===== src/rtl/ciclo_fetch_pkg.sv =====
// Shared definitions for the fetch/decode/execute sequencer: state encoding,
// opcode values and instruction field extraction helpers.
package ciclo_fetch_pkg;

    typedef enum logic [2:0] {
        ST_IDLE     = 3'd0,
        ST_FETCH    = 3'd1,
        ST_WAIT_MEM = 3'd2,
        ST_DECODE   = 3'd3,
        ST_EXEC     = 3'd4,
        ST_WB       = 3'd5,
        ST_HALT     = 3'd6
    } state_e;

    localparam logic [5:0] OP_RTYPE = 6'h00;
    localparam logic [5:0] OP_NOP   = 6'h01;
    localparam logic [5:0] OP_HALT  = 6'h3F;

    localparam int OP_LSB    = 26;
    localparam int RS_LSB    = 21;
    localparam int RT_LSB    = 16;
    localparam int RD_LSB    = 11;
    localparam int FUNCT_LSB = 0;

    function automatic logic [5:0] ir_op(input logic [31:0] ir);
        return ir[OP_LSB +: 6];
    endfunction

    function automatic logic [4:0] ir_rs(input logic [31:0] ir);
        return ir[RS_LSB +: 5];
    endfunction

    function automatic logic [4:0] ir_rt(input logic [31:0] ir);
        return ir[RT_LSB +: 5];
    endfunction

    function automatic logic [4:0] ir_rd(input logic [31:0] ir);
        return ir[RD_LSB +: 5];
    endfunction

    // Only the low four funct bits select an ALU operation.
    function automatic logic [3:0] ir_aluop(input logic [31:0] ir);
        return ir[FUNCT_LSB +: 4];
    endfunction

endpackage


===== src/rtl/ciclo_fetch_pc.sv =====
// Program counter: loads RESET_PC on reset, advances by PC_STEP when told to.
module ciclo_fetch_pc #(
    parameter int              PC_W     = 32,
    parameter logic [PC_W-1:0] RESET_PC = '0,
    parameter int              PC_STEP  = 4
) (
    input  logic            clk,
    input  logic            rst_n,
    input  logic            inc_i,
    output logic [PC_W-1:0] pc_o
);

    logic [PC_W-1:0] pc_q;
    logic [PC_W-1:0] pc_d;

    // Next PC: increment wraps naturally at 2^PC_W.
    always_comb begin
        pc_d = pc_q;
        if (inc_i) begin
            pc_d = pc_q + PC_W'(PC_STEP);
        end
    end

    // PC register.
    always_ff @(posedge clk or negedge rst_n) begin
        if (!rst_n) begin
            pc_q <= RESET_PC;
        end else begin
            pc_q <= pc_d;
        end
    end

    assign pc_o = pc_q;

endmodule


===== src/rtl/ciclo_fetch_ctrl.sv =====
// Multi-cycle fetch/decode/execute sequencer driving the Banco register bank
// and ALU. Owns the IR; the PC lives in ciclo_fetch_pc.
module ciclo_fetch_ctrl
    import ciclo_fetch_pkg::*;
#(
    parameter int              PC_W     = 32,
    parameter logic [PC_W-1:0] RESET_PC = '0,
    parameter int              PC_STEP  = 4
) (
    input  logic            clk,
    input  logic            rst_n,
    input  logic            start,
    input  logic            stop,
    output logic            imem_req,
    output logic [PC_W-1:0] imem_addr,
    input  logic [31:0]     imem_rdata,
    input  logic            imem_rvalid,
    output logic [4:0]      rf_ra1,
    output logic [4:0]      rf_ra2,
    output logic [4:0]      rf_wa,
    output logic            rf_we,
    output logic [3:0]      alu_op,
    output logic [PC_W-1:0] pc,
    output logic [31:0]     ir,
    output logic            busy,
    output logic            halted,
    output logic            illegal
);

    state_e      state_q, state_d;
    logic [31:0] ir_q, ir_d;
    logic [4:0]  ra1_q, ra1_d;
    logic [4:0]  ra2_q, ra2_d;
    logic [4:0]  wa_q, wa_d;
    logic [3:0]  aluop_q, aluop_d;
    logic        illegal_q, illegal_d;
    logic        resp_take;
    logic [5:0]  op;

    // The response is only meaningful while a fetch is outstanding.
    assign resp_take = (state_q == ST_WAIT_MEM) && imem_rvalid;
    assign op        = ir_op(ir_q);

    ciclo_fetch_pc #(
        .PC_W     (PC_W),
        .RESET_PC (RESET_PC),
        .PC_STEP  (PC_STEP)
    ) u_pc (
        .clk   (clk),
        .rst_n (rst_n),
        .inc_i (resp_take),
        .pc_o  (pc)
    );

    // State register.
    always_ff @(posedge clk or negedge rst_n) begin
        if (!rst_n) begin
            state_q <= ST_IDLE;
        end else begin
            state_q <= state_d;
        end
    end

    // Next-state logic; stop is honoured only at instruction boundaries.
    always_comb begin
        state_d = state_q;
        unique case (state_q)
            ST_IDLE:     if (start) state_d = ST_FETCH;
            ST_FETCH:    state_d = ST_WAIT_MEM;
            ST_WAIT_MEM: if (imem_rvalid) state_d = ST_DECODE;
            ST_DECODE: begin
                unique case (op)
                    OP_RTYPE: state_d = ST_EXEC;
                    OP_NOP:   state_d = stop ? ST_IDLE : ST_FETCH;
                    default:  state_d = ST_HALT;
                endcase
            end
            ST_EXEC:     state_d = ST_WB;
            ST_WB:       state_d = stop ? ST_IDLE : ST_FETCH;
            ST_HALT:     state_d = ST_HALT;
            default:     state_d = ST_IDLE;
        endcase
    end

    // Strobes and status decoded from the current state.
    always_comb begin
        imem_req = (state_q == ST_FETCH);
        rf_we    = (state_q == ST_WB) && (wa_q != 5'd0);
        busy     = (state_q != ST_IDLE) && (state_q != ST_HALT);
        halted   = (state_q == ST_HALT);
    end

    // Next values of IR and the registered datapath controls.
    always_comb begin
        ir_d      = ir_q;
        ra1_d     = ra1_q;
        ra2_d     = ra2_q;
        wa_d      = wa_q;
        aluop_d   = aluop_q;
        illegal_d = illegal_q;
        if (resp_take) begin
            ir_d = imem_rdata;
        end
        if (state_q == ST_DECODE) begin
            ra1_d = ir_rs(ir_q);
            ra2_d = ir_rt(ir_q);
            if (op == OP_RTYPE) begin
                aluop_d = ir_aluop(ir_q);
            end
            if ((op != OP_RTYPE) && (op != OP_NOP) && (op != OP_HALT)) begin
                illegal_d = 1'b1;
            end
        end
        if (state_q == ST_EXEC) begin
            wa_d = ir_rd(ir_q);
        end
    end

    // IR and datapath control registers.
    always_ff @(posedge clk or negedge rst_n) begin
        if (!rst_n) begin
            ir_q      <= '0;
            ra1_q     <= '0;
            ra2_q     <= '0;
            wa_q      <= '0;
            aluop_q   <= '0;
            illegal_q <= 1'b0;
        end else begin
            ir_q      <= ir_d;
            ra1_q     <= ra1_d;
            ra2_q     <= ra2_d;
            wa_q      <= wa_d;
            aluop_q   <= aluop_d;
            illegal_q <= illegal_d;
        end
    end

    assign imem_addr = pc;
    assign ir        = ir_q;
    assign rf_ra1    = ra1_q;
    assign rf_ra2    = ra2_q;
    assign rf_wa     = wa_q;
    assign alu_op    = aluop_q;
    assign illegal   = illegal_q;

endmodule


===== config.mk =====
export PLATFORM = sky130hd
export DESIGN_NAME = ciclo_fetch_ctrl
export DESIGN_NICKNAME = d
export VERILOG_FILES = /design/src/rtl/ciclo_fetch_pkg.sv /design/src/rtl/ciclo_fetch_pc.sv /design/src/rtl/ciclo_fetch_ctrl.sv
export SDC_FILE = /design/constraint.sdc
export NUM_CORES = 1
export LEC_CHECK = 0
export ABC_AREA = 1
export CAP_MARGIN = 30
export CORE_MARGIN = 8
export CORE_UTILIZATION = 35
export DETAILED_ROUTE_END_ITERATION = 8
export GPL_TIMING_DRIVEN = 0
export PLACE_DENSITY = 0.7
export REMOVE_ABC_BUFFERS = 1
export SLEW_MARGIN = 20
export SYNTH_ARGS = -nofsm -noshare
export SYNTH_HDL_FRONTEND = slang
export SYNTH_SLANG_ARGS = --single-unit

===== constraint.sdc =====
create_clock -name clk -period 1.22 [get_ports clk]
set_input_delay 0.244 -clock clk [delete_from_list [all_inputs] [get_ports clk]]
set_output_delay 0.244 -clock clk [all_outputs]
set_load 0.1 [all_outputs]

==> run_results.csv, run 1 <==
group,metric,value,unit
place,placed_cells,743,
routing,detail_route.wirelength,15300,um
critical_path,worst_r2r_startpoint,"state_q[1]",
cts,cts_buffers,9,
cts,insertion_delay,340,ps
place,port-buffer-count,152,
layout,commonest_cells_after_routing_fill_and_taps_aside,"sky130_fd_sc_hd__nand2_1, sky130_fd_sc_hd__buf_12, sky130_fd_sc_hd__inv_1, sky130_fd_sc_hd__dfrtp_1, sky130_fd_sc_hd__buf_6",
pwr,max-vdd-ir-drop,0.00277,V
outcome,outcome,"finished with violations",
critical_path,critical_path.startpoint_type,"flop",
routing,wl_per_cell,18.4,um
sta,rsz0062_at_grt,"true",
yosys,async_reset_ff_share,100,%
routing,via_per_inst,4.90,
sta,final_period_minus_worst_setup_slack,1650,ps
floorplanning,placeable_core_region,0.0115,mm^2
cts,clkTransAtPathRegs,60,ps
yosys,post_syn_area,0.00413,mm^2
routing,first_pass_iters,5,
sta,fmaxAchievable,607,MHz
critical_path,r2r-end,"u_pc.pc_o[28]",
routing,detail_route.drc_violations,0,
floorplanning,start_util,36.0,%
yosys,synth_enable_flop_cells,0,
critical_path,setup.worst_path.end_class,"flop",
place,global_placer_s_final_weighted_congestion,0.796,
layout,final_cell_count_no_fill,833,
run,number_of_max_cap_violations,0,
yosys,yosysWarnings,0,
yosys,yosysUniqueCellTypes,33,
yosys,syn_inst,488,
yosys,per_instance_average_area_after_synthesis,8.46,um^2
sta,clock-skew-final,5.85,ps
yosys,netlist.area_leader.share,51.5,%
yosys,postSynthRegisterBits,85,
place,hpwl_detailed,8620,um
yosys,seq_area_frac_synth,51.5,%
cts,cts_root_buffer,"sky130_fd_sc_hd__clkbuf_16",
sta,hold_viol_final,0,
layout,design.final.nets,723,
floorplanning,std_cell_rows,39,
grt,grtUsageMet2,30.9,%
layout,mostFrequentLayoutCell,"sky130_fd_sc_hd__nand2_1",
critical_path,timing.critical_path.to,"u_pc.pc_o[28]",
grt,overflow,0,
critical_path,worstPathRequired,1440,ps
sta,layout_worst_path_cycle_share,135,%
grt,grt-busiest-layer,"met2",
yosys,synth.area.top_cells,"sky130_fd_sc_hd__dfrtp_1, sky130_fd_sc_hd__nand2_1, sky130_fd_sc_hd__buf_4",
cts,max-clock-path-buffers,2,
sta,slew_violations,0,
critical_path,timing.critical_path.arrival,1870,ps
grt,groute.layer.met1.usage,18.5,%
floorplanning,io_pins,157,
layout,multi_input_comb_area,0.00182,mm^2
grt,track_usage,17.6,%
routing,drt-initial-drc-count,379,
grt,global_route.usage.met3,7.57,%
layout,filler_cell_count,755,
pwr,cellLeakagePower,3.68,nW
grt,grt_pass1_wl,22400,um
floorplanning,fp.dieArea,0.0155,mm^2
sta,report.final.setup_viol,146,
cts,cts_num_sinks,85,
sta,timing.final.ws_setup,-427,ps
layout,seq_area,0.00217,mm^2
layout,fin_util,69.4,%
critical_path,crit_start,"state_q[1]",
grt,grt_max_degree,50,
layout,final_layout_size_suffix_gt1_share,47.7,%
floorplanning,die-height,125,um
routing,dr_total_vias,4078,
layout,area.growth.synth_to_final,92.9,%
grt,number_of_global_route_vias_before_repair,4195,
min_path,worstHoldPathType,"primary input to async pin",
cts,clock_tree.htree_level_count,3,
grt,antenna_found_initial,0,
pwr,power.density_cell_area,2830,mW/mm^2
layout,final_design_area_no_fill,0.00796,mm^2
sta,fin_hold_ws,426,ps
cts,cts_tree,"built",
critical_path,setup_slack_on_the_worst_flop_to_flop_path,-430,ps
critical_path,criticalPathCategory,"flop to flop",
layout,num_antenna_cells,0,
place,placement.setup.worst_slack,-1230,ps
floorplanning,fp.dieW,125,um
outcome,failed_checks,"negative setup slack",
critical_path,critical_path.max_fanout,5,
routing,detail-route-antenna-nets,0,
place,placed_cell_area,0.00557,mm^2
yosys,post-synth-top-area-cell,"sky130_fd_sc_hd__dfrtp_1",
yosys,yosys_most_used_dff,"sky130_fd_sc_hd__dfrtp_1",
critical_path,reg2regPathDepth,9,
## state kept, by name, summed over array words and instances, names as in the netlist
signal and count:
ir 32, u_pc.pc_o 30, rf_ra1 5, rf_ra2 5, rf_wa 5, alu_op 4, state_q 3, illegal 1
## cell families (layout without fill, tap and decap cells)
group | after synthesis | count (layout) | share of synthesized area [%]
DFF | 85 | 85 | 51.5
adders and majority gates | 1 | 1 | 0.303
buffers and inverters | 102 | 299 | 12.9
other | 1 | 4 | 0.0909
and+or+nand+nor | 231 | 233 | 25.0
AOI/OAI and AO/OA | 49 | 49 | 6.13
xor gates and xnor gates | 19 | 19 | 4.03
## worst min path at each step
stage	from	to	slack, ps	cells after the start
final	rst_n	u_pc.pc_o[13]	430	2
after CTS	imem_rdata[5]	ir[5]	440	3
after global routing	rst_n	u_pc.pc_o[13]	450	2
after global placement	illegal	illegal	450	1
after detailed placement	rst_n	u_pc.pc_o[11]	260	1
after floorplan	rst_n	alu_op[0]	-50	0
## worst max-delay path, cell delays in order (launching register included)
cell                      delay, ps
sky130_fd_sc_hd__dfrtp_1        370
sky130_fd_sc_hd__inv_2           80
sky130_fd_sc_hd__nor2_4         150
sky130_fd_sc_hd__buf_6          120
sky130_fd_sc_hd__nand3_4        190
sky130_fd_sc_hd__buf_12         200
sky130_fd_sc_hd__nor2_4         160
sky130_fd_sc_hd__nand4_1        120
sky130_fd_sc_hd__nand2_1         80
sky130_fd_sc_hd__nand2_1         60
## per-stage QoR
stage / power [mW] / TNS, ps
after floorplan: 13.1 / -113390
after global placement: 15.9 / -432480
after detailed placement: 16.1 / -135290
after CTS: 21.1 / -28260
after global routing: 23.3 / -38960
final: 22.5 / -31240
## synth_stat cells (2+ instances only)
master                     count
sky130_fd_sc_hd__nor2_1       36
sky130_fd_sc_hd__buf_4        34
sky130_fd_sc_hd__nand3_1      18
sky130_fd_sc_hd__nand4_1       8
sky130_fd_sc_hd__xor2_1       10
sky130_fd_sc_hd__nand2_2       2
sky130_fd_sc_hd__a21oi_1       6
sky130_fd_sc_hd__inv_2         2
sky130_fd_sc_hd__o21ai_0      39
sky130_fd_sc_hd__nor2_2        4
sky130_fd_sc_hd__xnor2_1       9
sky130_fd_sc_hd__nor2_8        2
sky130_fd_sc_hd__inv_1        54
sky130_fd_sc_hd__nor3_1        6
sky130_fd_sc_hd__buf_2         4
sky130_fd_sc_hd__buf_6         2
sky130_fd_sc_hd__nand2_1     145
sky130_fd_sc_hd__dfrtp_1      85
sky130_fd_sc_hd__nand3_2       3
sky130_fd_sc_hd__clkbuf_1      4
sky130_fd_sc_hd__nor2_4        2
sky130_fd_sc_hd__nand3b_1      2
## cell type report
cell class | count | share of cell area (%)
repair buffers | 221 | 39.8
flip-flops and latches | 85 | 27.3
multi-input cells | 306 | 22.9
inverters | 57 | 3.13
clock buffers | 12 | 2.97
well taps | 143 | 2.25
clock inverters | 4 | 0.912
repair inverters | 5 | 0.739
## timing repair
item,CTS,global route
pin swaps,14,15
gates resized for setup,1045,138
hold endpoints to repair,36,0
setup buffers,47,16
endpoints found under the setup margin,195,181
hold buffers,1,0
gates cloned,6,7
## power breakdown
part / total [mW] / switching [mW] / internal, mW
Combinational: 14.9 / 10.2 / 4.63
Sequential: 4.77 / 0.973 / 3.80
Clock: 2.92 / 1.13 / 1.79
## layer usage
| metal | vias to the layer above | part of all wire [%] |
|---|---|---|
| met2 | 171 | 54 |
| met3 | 28 | 8.7 |
| met4 | 0 | 1.5 |
| li1 | 1879 | - |
| met1 | 2000 | 36 |
| met5 | - | 0 |
(Power assumes the default switching activity.)
==> run 2, diff against run 1 <==
--- a/config.mk
+++ b/config.mk
@@ -13,7 +13,9 @@
 export GPL_TIMING_DRIVEN = 0
 export PLACE_DENSITY = 0.7
 export REMOVE_ABC_BUFFERS = 1
+export SETUP_SLACK_MARGIN = 0.15
 export SLEW_MARGIN = 20
 export SYNTH_ARGS = -nofsm -noshare
 export SYNTH_HDL_FRONTEND = slang
+export SYNTH_HIERARCHICAL = 1
 export SYNTH_SLANG_ARGS = --single-unit
==> constraint.sdc (replaced) <==
create_clock -name clk -period 1.4 [get_ports clk]
set_input_delay 0.28 -clock clk [delete_from_list [all_inputs] [get_ports clk]]
set_output_delay 0.28 -clock clk [all_outputs]
set_load 0.1 [all_outputs]
==> run 2 against run 1 <==
- the run still ends with negative setup slack left
- power down 15%
- routed wire length shrank 5.1%
- highest routed layer unchanged
- cell area fell by 1.3%
- via count decreased by 4.9%
- first-iteration DRC count fell by 37%
- sequential cell count unchanged
- clock power is 20% lower
- global-route usage decreased by 0.055 points
- register-to-register slack gained 110 ps
- critical path depth shrank 3
- die area grew 0.32%
- core utilization is 0.91 points lower
==> run_results.csv, run 2 <==
group,metric,value,unit
layout,commonest_cells_after_routing_fill_and_taps_aside,"sky130_fd_sc_hd__nand2_1, sky130_fd_sc_hd__buf_12, sky130_fd_sc_hd__dfrtp_1",
grt,grt_pass1_wl,22200,um
critical_path,criticalPathCategory,"flop to output port",
floorplanning,fp.dieW,125,um
layout,largest_register_ff_count,32,
yosys,post_synth_most_frequent_cells,"sky130_fd_sc_hd__nand2_1, sky130_fd_sc_hd__dfrtp_1, sky130_fd_sc_hd__buf_4, sky130_fd_sc_hd__inv_1, sky130_fd_sc_hd__nor2_1",
floorplanning,fp.dieArea,0.0156,mm^2
layout,area.growth.synth_to_final,89.7,%
yosys,yosysWarnings,6,
cts,max-clock-path-buffers,2,
layout,final_layout_size_suffix_gt1_share,47.2,%
yosys,synth_enable_flop_cells,0,
floorplanning,placeable_core_region,0.0115,mm^2
sta,fin_setup_tns,-8170,ps
sta,rsz0062_at_grt,"true",
cts,cts_num_sinks,85,
place,placed_cell_area,0.00553,mm^2
yosys,async_reset_ff_share,100,%
routing,via_per_inst,4.77,
pwr,cellLeakagePower,3.62,nW
layout,num_antenna_cells,0,
yosys,postSynthRegisterBits,85,
grt,antenna_found_initial,0,
critical_path,setup.worst_path.end_class,"output port",
critical_path,worstPathRequired,1120,ps
yosys,yosys_most_used_dff,"sky130_fd_sc_hd__dfrtp_1",
yosys,netlist.area_leader.share,51.4,%
critical_path,r2r-end,"u_pc/pc_o[21]",
yosys,synth.area.top_cells,"sky130_fd_sc_hd__dfrtp_1, sky130_fd_sc_hd__nand2_1, sky130_fd_sc_hd__buf_4",
sta,timing.final.ws_setup,-341,ps
routing,detail-route-antenna-nets,0,
pwr,power.density_cell_area,2430,mW/mm^2
floorplanning,start_util,36.1,%
critical_path,timing.critical_path.arrival,1460,ps
place,placement.setup.worst_slack,-1570,ps
cts,insertion_delay,330,ps
critical_path,worst_r2r_startpoint,"state_q[2]",
critical_path,critical_path.startpoint_type,"flop",
layout,seq_area,0.00218,mm^2
critical_path,setup_slack_on_the_worst_flop_to_flop_path,-320,ps
sta,final_period_minus_worst_setup_slack,1740,ps
place,port-buffer-count,152,
routing,first_pass_iters,4,
layout,mostFrequentLayoutCell,"sky130_fd_sc_hd__nand2_1",
sta,layout_worst_path_cycle_share,124,%
layout,design.final.nets,704,
pwr,max-vdd-ir-drop,0.00249,V
routing,wl_per_cell,17.8,um
routing,detail_route.drc_violations,0,
yosys,post-synth-top-area-cell,"sky130_fd_sc_hd__dfrtp_1",
yosys,per_instance_average_area_after_synthesis,8.66,um^2
layout,multi_input_comb_area,0.00186,mm^2
yosys,yosysUniqueCellTypes,28,
outcome,outcome,"finished with violations",
floorplanning,die-height,125,um
routing,detail_route.wirelength,14500,um
yosys,most_frequent_cell_after_synthesis,"sky130_fd_sc_hd__nand2_1",
sta,hold_viol_final,0,
cts,cts_root_buffer,"sky130_fd_sc_hd__clkbuf_16",
floorplanning,std_cell_rows,39,
cts,cts_tree,"built",
yosys,seq_area_frac_synth,51.4,%
cts,clkTransAtPathRegs,60,ps
floorplanning,io_pins,157,
place,hpwl_detailed,8200,um
sta,clock-skew-final,5.38,ps
run,number_of_max_cap_violations,0,
grt,number_of_global_route_vias_before_repair,4093,
yosys,post_syn_area,0.00414,mm^2
critical_path,reg2regPathDepth,9,
outcome,failed_checks,"negative setup slack",
layout,final_design_area_no_fill,0.00786,mm^2
sta,slew_violations,0,
grt,overflow,0,
layout,filler_cell_count,774,
cts,cts_buffers,9,
grt,grt_max_degree,45,
min_path,worstHoldPathType,"primary input to async pin",
place,global_placer_s_final_weighted_congestion,0.891,
sta,report.final.setup_viol,36,
cts,clock_tree.htree_level_count,3,
sta,fmaxAchievable,575,MHz
critical_path,critical_path.max_fanout,4,
yosys,syn_inst,478,
routing,drt-initial-drc-count,238,
grt,track_usage,17.6,%
pwr,total_power,19.1,mW
routing,dr_total_vias,3880,
run 2: timing repair:
action / CTS / global route
setup endpoints to repair: 201 / 196
setup buffers: 36 / 25
hold buffers: 1 / 0
resized for setup: 1062 / 109
endpoints found under the hold margin: 41 / 0
pin swaps: 16 / 20
cloned: 5 / 0
run 2: routing by layer:
layer | track usage, % | wire length [um] | vias up
met1 | 19.8 | 5600 | 1893
met2 | 30.7 | 7750 | 146
li1 | - | - | 1828
met3 | 5.45 | 971 | 13
met4 | 5.81 | 191 | 0
met5 | 0 | 0 | -
run 2: worst max path at each step:
stage / from / slack [ps] / cells past startpoint / end
after global routing: state_q[1] / -420 / 11 / u_pc/pc_o[26]
after CTS: state_q[0] / -420 / 10 / u_pc/pc_o[22]
final: state_q[0] / -340 / 6 / rf_we
after floorplan: state_q[0] / -1780 / 4 / busy
after global placement: rst_n / -3020 / 1 / u_pc/pc_o[20]
after detailed placement: imem_rvalid / -1570 / 10 / u_pc/pc_o[26]
run 2: power by group:
group / total (mW) / switching (mW) / internal [mW]
clock: 2.33 / 0.930 / 1.40
combinational: 12.5 / 8.20 / 4.27
sequential: 4.25 / 1.01 / 3.24
run 2: critical path, cell delays in order (launching register included):
cell,delay (ps)
sky130_fd_sc_hd__dfrtp_2,400
sky130_fd_sc_hd__buf_4,130
sky130_fd_sc_hd__buf_6,110
sky130_fd_sc_hd__nand3_2,80
sky130_fd_sc_hd__a21o_1,180
sky130_fd_sc_hd__inv_2,70
sky130_fd_sc_hd__buf_12,170
run 2: final cells by class:
cell class / instances / area share (%)
timing repair buffer: 216 / 40.1
sequential: 85 / 27.7
multi-input combinational: 314 / 23.7
clock buffer: 14 / 3.62
tap: 143 / 2.28
inverter: 38 / 2.13
timing repair inverter: 2 / 0.319
clock inverter: 2 / 0.191
run 2: cell families (layout without fill, tap and decap cells):
kind of cell    Yosys count  after routing  synth area share (%)
simple gates            266            268                  28.9
flops                    85             85                  51.4
buf+inv                  82            272                  11.6
compound gates           19             19                  2.45
xor+xnor                 19             19                  4.02
mux                       5              5                  1.36
fa+ha+maj                 1              1                 0.302
other cells               1              2                0.0905
run 2: metrics by stage:
step                      hold slack, ps  cells  utilization, %
after floorplan                    -15.6    435               -
after global placement               456    730            48.0
after detailed placement             312    731            48.2
after CTS                            469    789            63.2
after global routing                 468    814            68.5
final                                437    814            68.5
==> run 3, diff against run 2 <==
--- a/config.mk
+++ b/config.mk
@@ -10,6 +10,7 @@
 export CORE_MARGIN = 8
 export CORE_UTILIZATION = 35
 export DETAILED_ROUTE_END_ITERATION = 8
+export GPL_ROUTABILITY_DRIVEN = 0
 export GPL_TIMING_DRIVEN = 0
 export PLACE_DENSITY = 0.7
 export REMOVE_ABC_BUFFERS = 1
==> results of run 3 <==
Final layout, timing and power as in run 2 (identical DEF).
